===== config.mk =====
export PLATFORM = sky130hd
export DESIGN_NAME = station_scheduler
export DESIGN_NICKNAME = d
export VERILOG_FILES = /design/src/rtl/station_scheduler.sv
export SDC_FILE = /design/constraint.sdc
export NUM_CORES = 1
export LEC_CHECK = 0
export ABC_CLOCK_PERIOD_IN_PS = 6300
export CORE_UTILIZATION = 52
export CTS_CLUSTER_DIAMETER = 150
export DETAILED_ROUTE_END_ITERATION = 10
export PLACE_DENSITY_LB_ADDON = 0.05
export REMOVE_ABC_BUFFERS = 1
export SETUP_SLACK_MARGIN = 0.5
export SLEW_MARGIN = 20
export SYNTH_ARGS = -nofsm -noshare
export SYNTH_HDL_FRONTEND = slang
export SYNTH_SLANG_ARGS = --single-unit

===== constraint.sdc =====
create_clock -name clk -period 6.3 [get_ports clk]
set_input_delay 1.575 -clock clk [delete_from_list [all_inputs] [get_ports clk]]
set_output_delay 1.575 -clock clk [all_outputs]
set_load 0.1 [all_outputs]

===== src/rtl/station_scheduler.sv =====
// rtl/station_scheduler.sv - age-ordered issue scheduler for the reservation stations
// Allocates free stations, tracks relative age, and issues the oldest ready hazard-free station.
module station_scheduler #(
  parameter int NUM_ST = 4,
  parameter int SEL_W  = 2
) (
  input  logic                  clk,
  input  logic                  a_rst,
  input  logic                  dec_valid,
  output logic                  dec_ready,
  output logic [NUM_ST-1:0]     st_feed,
  input  logic [NUM_ST-1:0]     st_complete,
  input  logic [NUM_ST-1:0]     st_ready,
  input  logic [NUM_ST-1:0]     st_will_complete,
  input  logic [NUM_ST-1:0]     st_ld_mem,
  input  logic [NUM_ST-1:0]     st_lock_loads,
  input  logic [3*NUM_ST-1:0]   st_a_adr,
  input  logic [3*NUM_ST-1:0]   st_b_adr,
  input  logic [4*NUM_ST-1:0]   st_d_adr,
  input  logic [4*NUM_ST-1:0]   st_lock_wr,
  input  logic [9*NUM_ST-1:0]   st_lock_rd,
  input  logic                  exe_stall,
  output logic [NUM_ST-1:0]     st_ack,
  output logic                  iss_valid,
  output logic [SEL_W-1:0]      iss_sel,
  output logic                  iss_retire,
  output logic [NUM_ST-1:0]     inflight
);

  logic [NUM_ST-1:0]             valid;
  logic [NUM_ST-1:0][NUM_ST-1:0] age;  // age[i][j]: station i is older than station j
  logic [NUM_ST-1:0]             free;
  logic [NUM_ST-1:0]             feed_sel;
  logic [NUM_ST-1:0]             blocked;
  logic [NUM_ST-1:0]             eligible;
  logic [SEL_W-1:0]              ack_idx;
  logic                          raw, war, waw, mem;

  always_comb begin
    free     = ~valid & st_complete;
    feed_sel = '0;
    for (int i = NUM_ST - 1; i >= 0; i--) begin
      if (free[i]) begin
        feed_sel    = '0;
        feed_sel[i] = 1'b1;
      end
    end
  end

  assign dec_ready = |free;
  assign st_feed   = dec_valid ? feed_sel : '0;
  assign inflight  = valid;

  // Station i is blocked by any valid older station j that it conflicts with.
  always_comb begin
    blocked = '0;
    raw = 1'b0;
    war = 1'b0;
    waw = 1'b0;
    mem = 1'b0;
    for (int i = 0; i < NUM_ST; i++) begin
      for (int j = 0; j < NUM_ST; j++) begin
        raw = st_lock_wr[4*j+3] &
              ((st_lock_wr[4*j +: 3] == st_a_adr[3*i +: 3]) |
               (st_lock_wr[4*j +: 3] == st_b_adr[3*i +: 3]));
        war = st_d_adr[4*i+3] &
              ((st_d_adr[4*i +: 3] == st_lock_rd[9*j +: 3]) |
               (st_d_adr[4*i +: 3] == st_lock_rd[9*j+3 +: 3]) |
               (st_d_adr[4*i +: 3] == st_lock_rd[9*j+6 +: 3]));
        waw = st_d_adr[4*i+3] & st_lock_wr[4*j+3] &
              (st_d_adr[4*i +: 3] == st_lock_wr[4*j +: 3]);
        mem = st_ld_mem[i] & st_lock_loads[j];
        if ((j != i) && valid[j] && age[j][i] && (raw || war || waw || mem))
          blocked[i] = 1'b1;
      end
    end
  end

  assign eligible = valid & st_ready & ~blocked & {NUM_ST{~exe_stall}};

  always_comb begin
    st_ack  = eligible;
    ack_idx = '0;
    for (int i = 0; i < NUM_ST; i++) begin
      for (int j = 0; j < NUM_ST; j++) begin
        if ((j != i) && eligible[j] && age[j][i])
          st_ack[i] = 1'b0;
      end
    end
    for (int i = 0; i < NUM_ST; i++) begin
      if (st_ack[i])
        ack_idx = SEL_W'(i);
    end
  end

  always_ff @(posedge clk or posedge a_rst) begin
    if (a_rst) begin
      valid      <= '0;
      age        <= '0;
      iss_valid  <= 1'b0;
      iss_sel    <= '0;
      iss_retire <= 1'b0;
    end else begin
      for (int k = 0; k < NUM_ST; k++) begin
        if (st_feed[k]) begin
          valid[k] <= 1'b1;
          age[k]   <= '0;
          for (int j = 0; j < NUM_ST; j++) begin
            if (j != k)
              age[j][k] <= valid[j];
          end
        end
      end
      // A fed station is never acked in the same cycle, so these never collide.
      for (int i = 0; i < NUM_ST; i++) begin
        if (st_ack[i] && st_will_complete[i])
          valid[i] <= 1'b0;
      end
      iss_valid  <= |st_ack;
      if (|st_ack)
        iss_sel <= ack_idx;
      iss_retire <= |(st_ack & st_will_complete);
    end
  end

endmodule


# Yosys cells after proc, flatten, opt, wreduce, memory -nomap -nowiden
# Cells that the tools add are included.
dict set report word_totals {
  in_bits 116
  register_bits 20
}
dict set report op_classes {
  eq_ne 72
  bitwise 104
  mux 54
  reduce_logical 89
}
# operator n
set op_table {}
lappend op_table {{3-bit equality test} 72}
lappend op_table {{1-bit AND} 60}
lappend op_table {{1-bit two-way mux} 43}
lappend op_table {{1-bit logical AND} 40}
lappend op_table {{1-bit logical OR} 36}
lappend op_table {{1-bit bitwise OR} 36}
lappend op_table {{4-bit two-way mux} 8}
lappend op_table {{4-bit AND} 5}
lappend op_table {{2-bit nonzero test} 10}
lappend op_table {{4-bit OR reduction} 3}
lappend op_table {{4-bit inverter} 2}
lappend op_table {{5-bit two-way mux} 1}
lappend op_table {{2-bit two-way mux} 2}
lappend op_table {{1-bit inverter} 1}

# Logic depth before layout (Yosys ltp)
dict set report depth {
  ltp_word 21
  mapped_depth 11
}

# Worst setup path after synthesis
# Ideal clock, no wire load.
dict set report synth_path {
  path_kind {input port to output port}
  start {input port st_lock_wr[10]}
  end {output port st_ack[0]}
  arrival_ns 5.194
  path_slack_ns -0.469
  path_stages 8
  path_cell_list {buf_2 xor2_1 or4_1 a41oi_1 nor4_1 and3_1 nor2b_1 nor3_1}
}
dict set report synth_between {
  elab_chain_len 16
}
# item line_no
set synth_rtl {}
lappend synth_rtl {{from (decl)} 20} ;# input logic [4*NUM_ST-1:0] st_lock_wr,
lappend synth_rtl {{3-bit equality test, on equally long branches} {64, 65}}
lappend synth_rtl {{1-bit bitwise OR} 64} ;# ((st_lock_wr[4*j +: 3] == st_a_adr[3*i +: 3]) |
lappend synth_rtl {{1-bit AND} 63} ;# raw = st_lock_wr[4*j+3] &
lappend synth_rtl {{1-bit logical OR (3 in series)} 73} ;# if ((j != i) && valid[j] && age[j][i] && (raw || war || waw || mem))
lappend synth_rtl {{1-bit logical AND} 73}
lappend synth_rtl {{1-bit two-way mux (2 in series)} 73}
lappend synth_rtl {{4-bit inverter (*)} 79} ;# assign eligible = valid & st_ready & ~blocked & {NUM_ST{~exe_stall}};
lappend synth_rtl {{4-bit AND (*) (2 in series)} 79}
lappend synth_rtl {{1-bit logical AND} 86} ;# if ((j != i) && eligible[j] && age[j][i])
lappend synth_rtl {{1-bit two-way mux (2 in series)} 86}
lappend synth_rtl {{1-bit two-way mux (*)} 86}
lappend synth_rtl {{to (decl)} 23} ;# output logic [NUM_ST-1:0] st_ack,
# Mark *: on every way between the ends. The rest lies on a longest branch, timed or not.

# Worst setup path in the final report
dict set report layout_path {
  start {input port st_d_adr[8]}
  end {output port st_ack[1]}
}
dict set report layout_between {
  elab_chain_len 17
}
# item line_no
set layout_rtl {}
lappend layout_rtl {{from (decl)} 19} ;# input logic [4*NUM_ST-1:0] st_d_adr,
lappend layout_rtl {{3-bit equality test, on equally long branches} {67, 68}}
lappend layout_rtl {{1-bit bitwise OR} 67} ;# ((st_d_adr[4*i +: 3] == st_lock_rd[9*j +: 3]) |
lappend layout_rtl {{1-bit bitwise OR} 68} ;# (st_d_adr[4*i +: 3] == st_lock_rd[9*j+3 +: 3]) |
lappend layout_rtl {{1-bit AND} 66} ;# war = st_d_adr[4*i+3] &
lappend layout_rtl {{1-bit logical OR (3 in series)} 73}
lappend layout_rtl {{1-bit logical AND} 73}
lappend layout_rtl {{1-bit two-way mux (2 in series)} 73}
lappend layout_rtl {{1-bit two-way mux (*)} 73}
lappend layout_rtl {{4-bit inverter (*)} 79}
lappend layout_rtl {{4-bit AND (*) (2 in series)} 79}
lappend layout_rtl {{1-bit logical AND (*)} 86}
lappend layout_rtl {{1-bit two-way mux (*) (2 in series)} 86}
# Marked as above.

==> reports/qor.log <==
[grt] total routing usage reported by global routing 0.364
[synth] number of cells produced by synthesis 519
[power_and_ir_drop] maximum resistive drop on vdd 0.000189 V
[worst_setup_path] Reg2Reg Setup Slack 3.24 ns
[floorplanning] die height 90.0 um
[synth] async set or reset register ratio after synthesis 1.00
[drt] average via count per standard cell 6.01
[cells_and_area] Core Util, Final 0.785
[synth] ranking of synthesized cells by area sky130_fd_sc_hd__xnor2_1 23%, sky130_fd_sc_hd__xor2_1 22%, sky130_fd_sc_hd__dfrtp_1 12%
[synth] number of synthesized flops with an enable pin 0
[cts] number of H-tree levels 1
[status] outcome finished clean
[cts] latest clock arrival within the worst-skew pair 0.26 ns
[power_and_ir_drop] clock network fraction of design power 0.075
[synth] cell type contributing the most total cell area after synthesis sky130_fd_sc_hd__xnor2_1
[cts] number of clock buffers inserted by TritonCTS 3
[power_and_ir_drop] Sw Pwr 0.736 mW
[min_path] cell depth of the worst hold path 2
[worst_setup_path] maximum single-stage delay on the critical path 0.50 ns
[drt] vias 4567
[worst_setup_path] ordered list of cells on the worst path clkdlybuf4s50_1 > buf_8 > xor2_1 > nor4_1 > o211a_1 > a2111o_1 > or4_4 > o221ai_2 > nor3b_4 > buf_12
[power_and_ir_drop] combinational group share of total power 0.721
[placed_design] placed wire-length estimate after detailed placement 12.2 mm
[cells_and_area] count of nets after finishing 778
[synth] Cell variety after synth 54
[grt] vias in the first global route 4464
[timing] RSZ-0062 raised after global routing yes
[floorplanning] initial core utilization 0.547
[cts] count of clock tree sinks 20
[synth] sequential fraction of the synthesis area 0.124
[synth] synth warn 0
[synth] Yosys reg bits 20
[floorplanning] overall die area 8110 um2
[min_path] path type of the worst min-delay path flop to flop
[worst_setup_path] launch point of the worst reg-to-reg path inflight[1]
[power_and_ir_drop] Pint 0.582 mW
[timing] Slew Limit Fails 0
[cells_and_area] ratio of cells with drive above 1 in the final layout 0.123
[floorplanning] top-level port count 133
[timing] worst clock skew 0.00252 ns
[worst_setup_path] Critical Path Source Type input pin
[drt] first-pass iteration count of the detailed router 5
[worst_setup_path] Worst R2R End iss_valid
[synth] commonest register cell after synthesis sky130_fd_sc_hd__dfrtp_1
[drt] post-detailed-route wirelength per cell 19.9 um
[worst_setup_path] type of element capturing the critical path primary output
[floorplanning] Std-Cell Rows 31
[timing] relative slew slack 0.344
[grt] maximum number of pins on one net before global-route repair 21
[worst_setup_path] number of cell instances on the worst register-to-register path 9
[grt] global route overflow 0
[worst_setup_path] Crit path max-delay family compound AO/OA/AOI/OAI gates
[cts] number of buffers inserted for hold repair after clock tree synthesis 0
[power_and_ir_drop] relative contribution of sequential cells to total power 0.205
[power_and_ir_drop] total design power 1.32 mW
[synth] synthesized area per cell 7.77 um2
[worst_setup_path] WP data required 4.72 ns
[timing] highest clock rate 173 MHz
[placed_design] RePlAce Congestion 0.959
[cells_and_area] antenna diode count 0
[power_and_ir_drop] Cell Pwr Density 228 nW/um2
[cts] clk buf depth 2
[cts] CTS tree yes
[synth] synthesized cell area 4030 um2
[timing] time the final worst path needs with I/O delays and setup 5.77 ns
[min_path] capture endpoint of the worst hold path age[2]
[floorplanning] Core Box Area 7370 um2
[cells_and_area] post-synthesis to final-layout area growth 43.6%
[worst_setup_path] path length in cells of the critical path 10
[timing] sum of negative setup slack 0 ns
[grt] wire length of the first global-routing pass 23.6 mm
[synth] post-synth top area share 0.233
[drt] number of remaining DRC errors 0
[worst_setup_path] critical path arrival 4.20 ns
[worst_setup_path] category of the most critical setup path input pin to primary output
[worst_setup_path] top fanout value on the critical path 12
[timing] count of endpoints failing setup in the final report 0
[cts] Root Buffer Master sky130_fd_sc_hd__clkbuf_8
[timing] transition at the pin with the smallest max-transition slack 0.981 ns
[power_and_ir_drop] switching share of power 0.558
[grt] initial antenna violation count 0
[placed_design] number of buffers added on ports 132
[worst_setup_path] critical path buffer and inverter count 3
[job] # Max-Cap Violations 0
[timing] fin crit share 0.916
[cts] Clk pin slew, worst setup/hold paths 0.07 ns
[min_path] hold path start age[2]
[drt] antenna violation net count after detailed routing 0
[timing] final-report hold violation count 0
[drt] routed wire length 15.1 mm
[worst_setup_path] Slowest-stage cell, CP sky130_fd_sc_hd__clkdlybuf4s50_1
[floorplanning] die extent in x 90.0 um
[power_and_ir_drop] leakage dissipation 2.24 nW
[drt] initial DRC count 426
==> per-stage QoR <==
| stage | setup WS [ns] | instances | area [um2] | hold slack (ns) |
|---|---|---|---|---|
| 2_1_floorplan | -0.275 | 489 | 3820 | 0.471 |
| 3_3_place_gp | 0.142 | 751 | 5550 | 0.498 |
| 3_5_place_dp | -0.0238 | 751 | 5550 | 0.512 |
| 4_1_cts | 0.502 | 756 | 5630 | 0.535 |
| 5_1_grt | 0.474 | 760 | 5790 | 0.558 |
| 6_report | 0.528 | 760 | 5790 | 0.538 |
==> placed cells by master (no fill, tap or decap), types with 4 or more instances in the layout <==
master	n
sky130_fd_sc_hd__o31ai_1	9
sky130_fd_sc_hd__inv_1	15
sky130_fd_sc_hd__nand4_1	13
sky130_fd_sc_hd__o31ai_2	4
sky130_fd_sc_hd__nor3_1	31
sky130_fd_sc_hd__dfrtp_1	20
sky130_fd_sc_hd__clkbuf_2	4
sky130_fd_sc_hd__a21oi_1	9
sky130_fd_sc_hd__or4_1	5
sky130_fd_sc_hd__xor2_1	98
sky130_fd_sc_hd__and4_1	4
sky130_fd_sc_hd__nand2b_1	5
sky130_fd_sc_hd__buf_8	4
sky130_fd_sc_hd__a41oi_1	4
sky130_fd_sc_hd__dlygate4sd2_1	8
sky130_fd_sc_hd__and2_1	6
sky130_fd_sc_hd__nand3_1	32
sky130_fd_sc_hd__clkdlybuf4s50_1	108
sky130_fd_sc_hd__buf_4	33
sky130_fd_sc_hd__xnor2_1	107
sky130_fd_sc_hd__clkbuf_8	4
sky130_fd_sc_hd__dlymetal6s2s_1	4
sky130_fd_sc_hd__o21ai_0	7
sky130_fd_sc_hd__nand2_1	42
sky130_fd_sc_hd__buf_12	6
sky130_fd_sc_hd__a31oi_1	5
sky130_fd_sc_hd__nor2_1	12
sky130_fd_sc_hd__nor4_1	6
==> power groups by stage <==
stage	Combinational (mW)	Sequential, mW	Clock [mW]
after global routing	0.996	0.278	0.105
after floorplan	0.395	0.424	0
after detailed placement	0.904	0.267	0
after global placement	0.884	0.267	0
after CTS	0.914	0.265	0.0992
final	0.950	0.270	0.0983
==> tightest hold or removal path, stage by stage (launching register included) <==
cell,delay [ns]
sky130_fd_sc_hd__dfrtp_1,0.38
sky130_fd_sc_hd__nand2_1,0.05
sky130_fd_sc_hd__o21ai_0,0.06
==> worst max path at each step <==
stage                             start   endpoint  slack, ns
final                       st_d_adr[8]  st_ack[1]       0.53
after CTS                 st_lock_wr[1]  st_ack[3]       0.50
after global routing       st_d_adr[10]  st_ack[2]       0.47
after floorplan             st_d_adr[1]  st_ack[0]      -0.28
after global placement    st_lock_wr[9]  st_ack[0]       0.14
after detailed placement  st_lock_wr[9]  st_ack[0]      -0.02
==> registers in the layout, indices dropped and copies added (netlist names) <==
name,cells
age,12
inflight,4
iss_sel,2
iss_retire,1
iss_valid,1
==> layout make-up <==
cell class,instances,area [um2]
clock buffer,4,55.1
timing repair buffer,168,1660
tap,99,124
sequential,20,500
inverter,17,63.8
fill,538,1580
multi-input combinational,452,3380
==> kinds of logic after synthesis <==
family | after synthesis | share of synthesized area
AOI/OAI and AO/OA | 66 | 0.119
xor gates and xnor gates | 208 | 0.452
buffers and inverters | 47 | 0.0680
DFF | 20 | 0.124
and+or+nand+nor | 178 | 0.237
==> synthesized netlist by cell type (7+ instances only) <==
cell type	count
sky130_fd_sc_hd__nor4_1	9
sky130_fd_sc_hd__o31ai_1	13
sky130_fd_sc_hd__a21oi_1	9
sky130_fd_sc_hd__xor2_1	101
sky130_fd_sc_hd__o21ai_0	7
sky130_fd_sc_hd__nor3_1	32
sky130_fd_sc_hd__nor2_1	12
sky130_fd_sc_hd__nand3_1	32
sky130_fd_sc_hd__xnor2_1	107
sky130_fd_sc_hd__dfrtp_1	20
sky130_fd_sc_hd__buf_4	11
sky130_fd_sc_hd__nand4_1	13
sky130_fd_sc_hd__buf_2	9
sky130_fd_sc_hd__inv_1	16
sky130_fd_sc_hd__a31oi_1	8
sky130_fd_sc_hd__nand2_1	42
==> per-layer routing <==
metal / part of all wire / up-vias / routed length [um] / GRT usage
met5: 0 / - / 0 / 0
met4: 0.028 / 0 / 416 / 0.0820
met3: 0.10 / 54 / 1530 / 0.0575
met2: 0.47 / 317 / 7060 / 0.611
met1: 0.40 / 2116 / 6100 / 0.488
li1: - / 2080 / - / -
==> what timing repair did <==
item	4_1_cts	5_1_grt
setup buffers	1	4
setup endpoints to repair	4	4
pin swaps	2	8
gates resized for setup	18	37
Power figures use the tool's default switching activity.
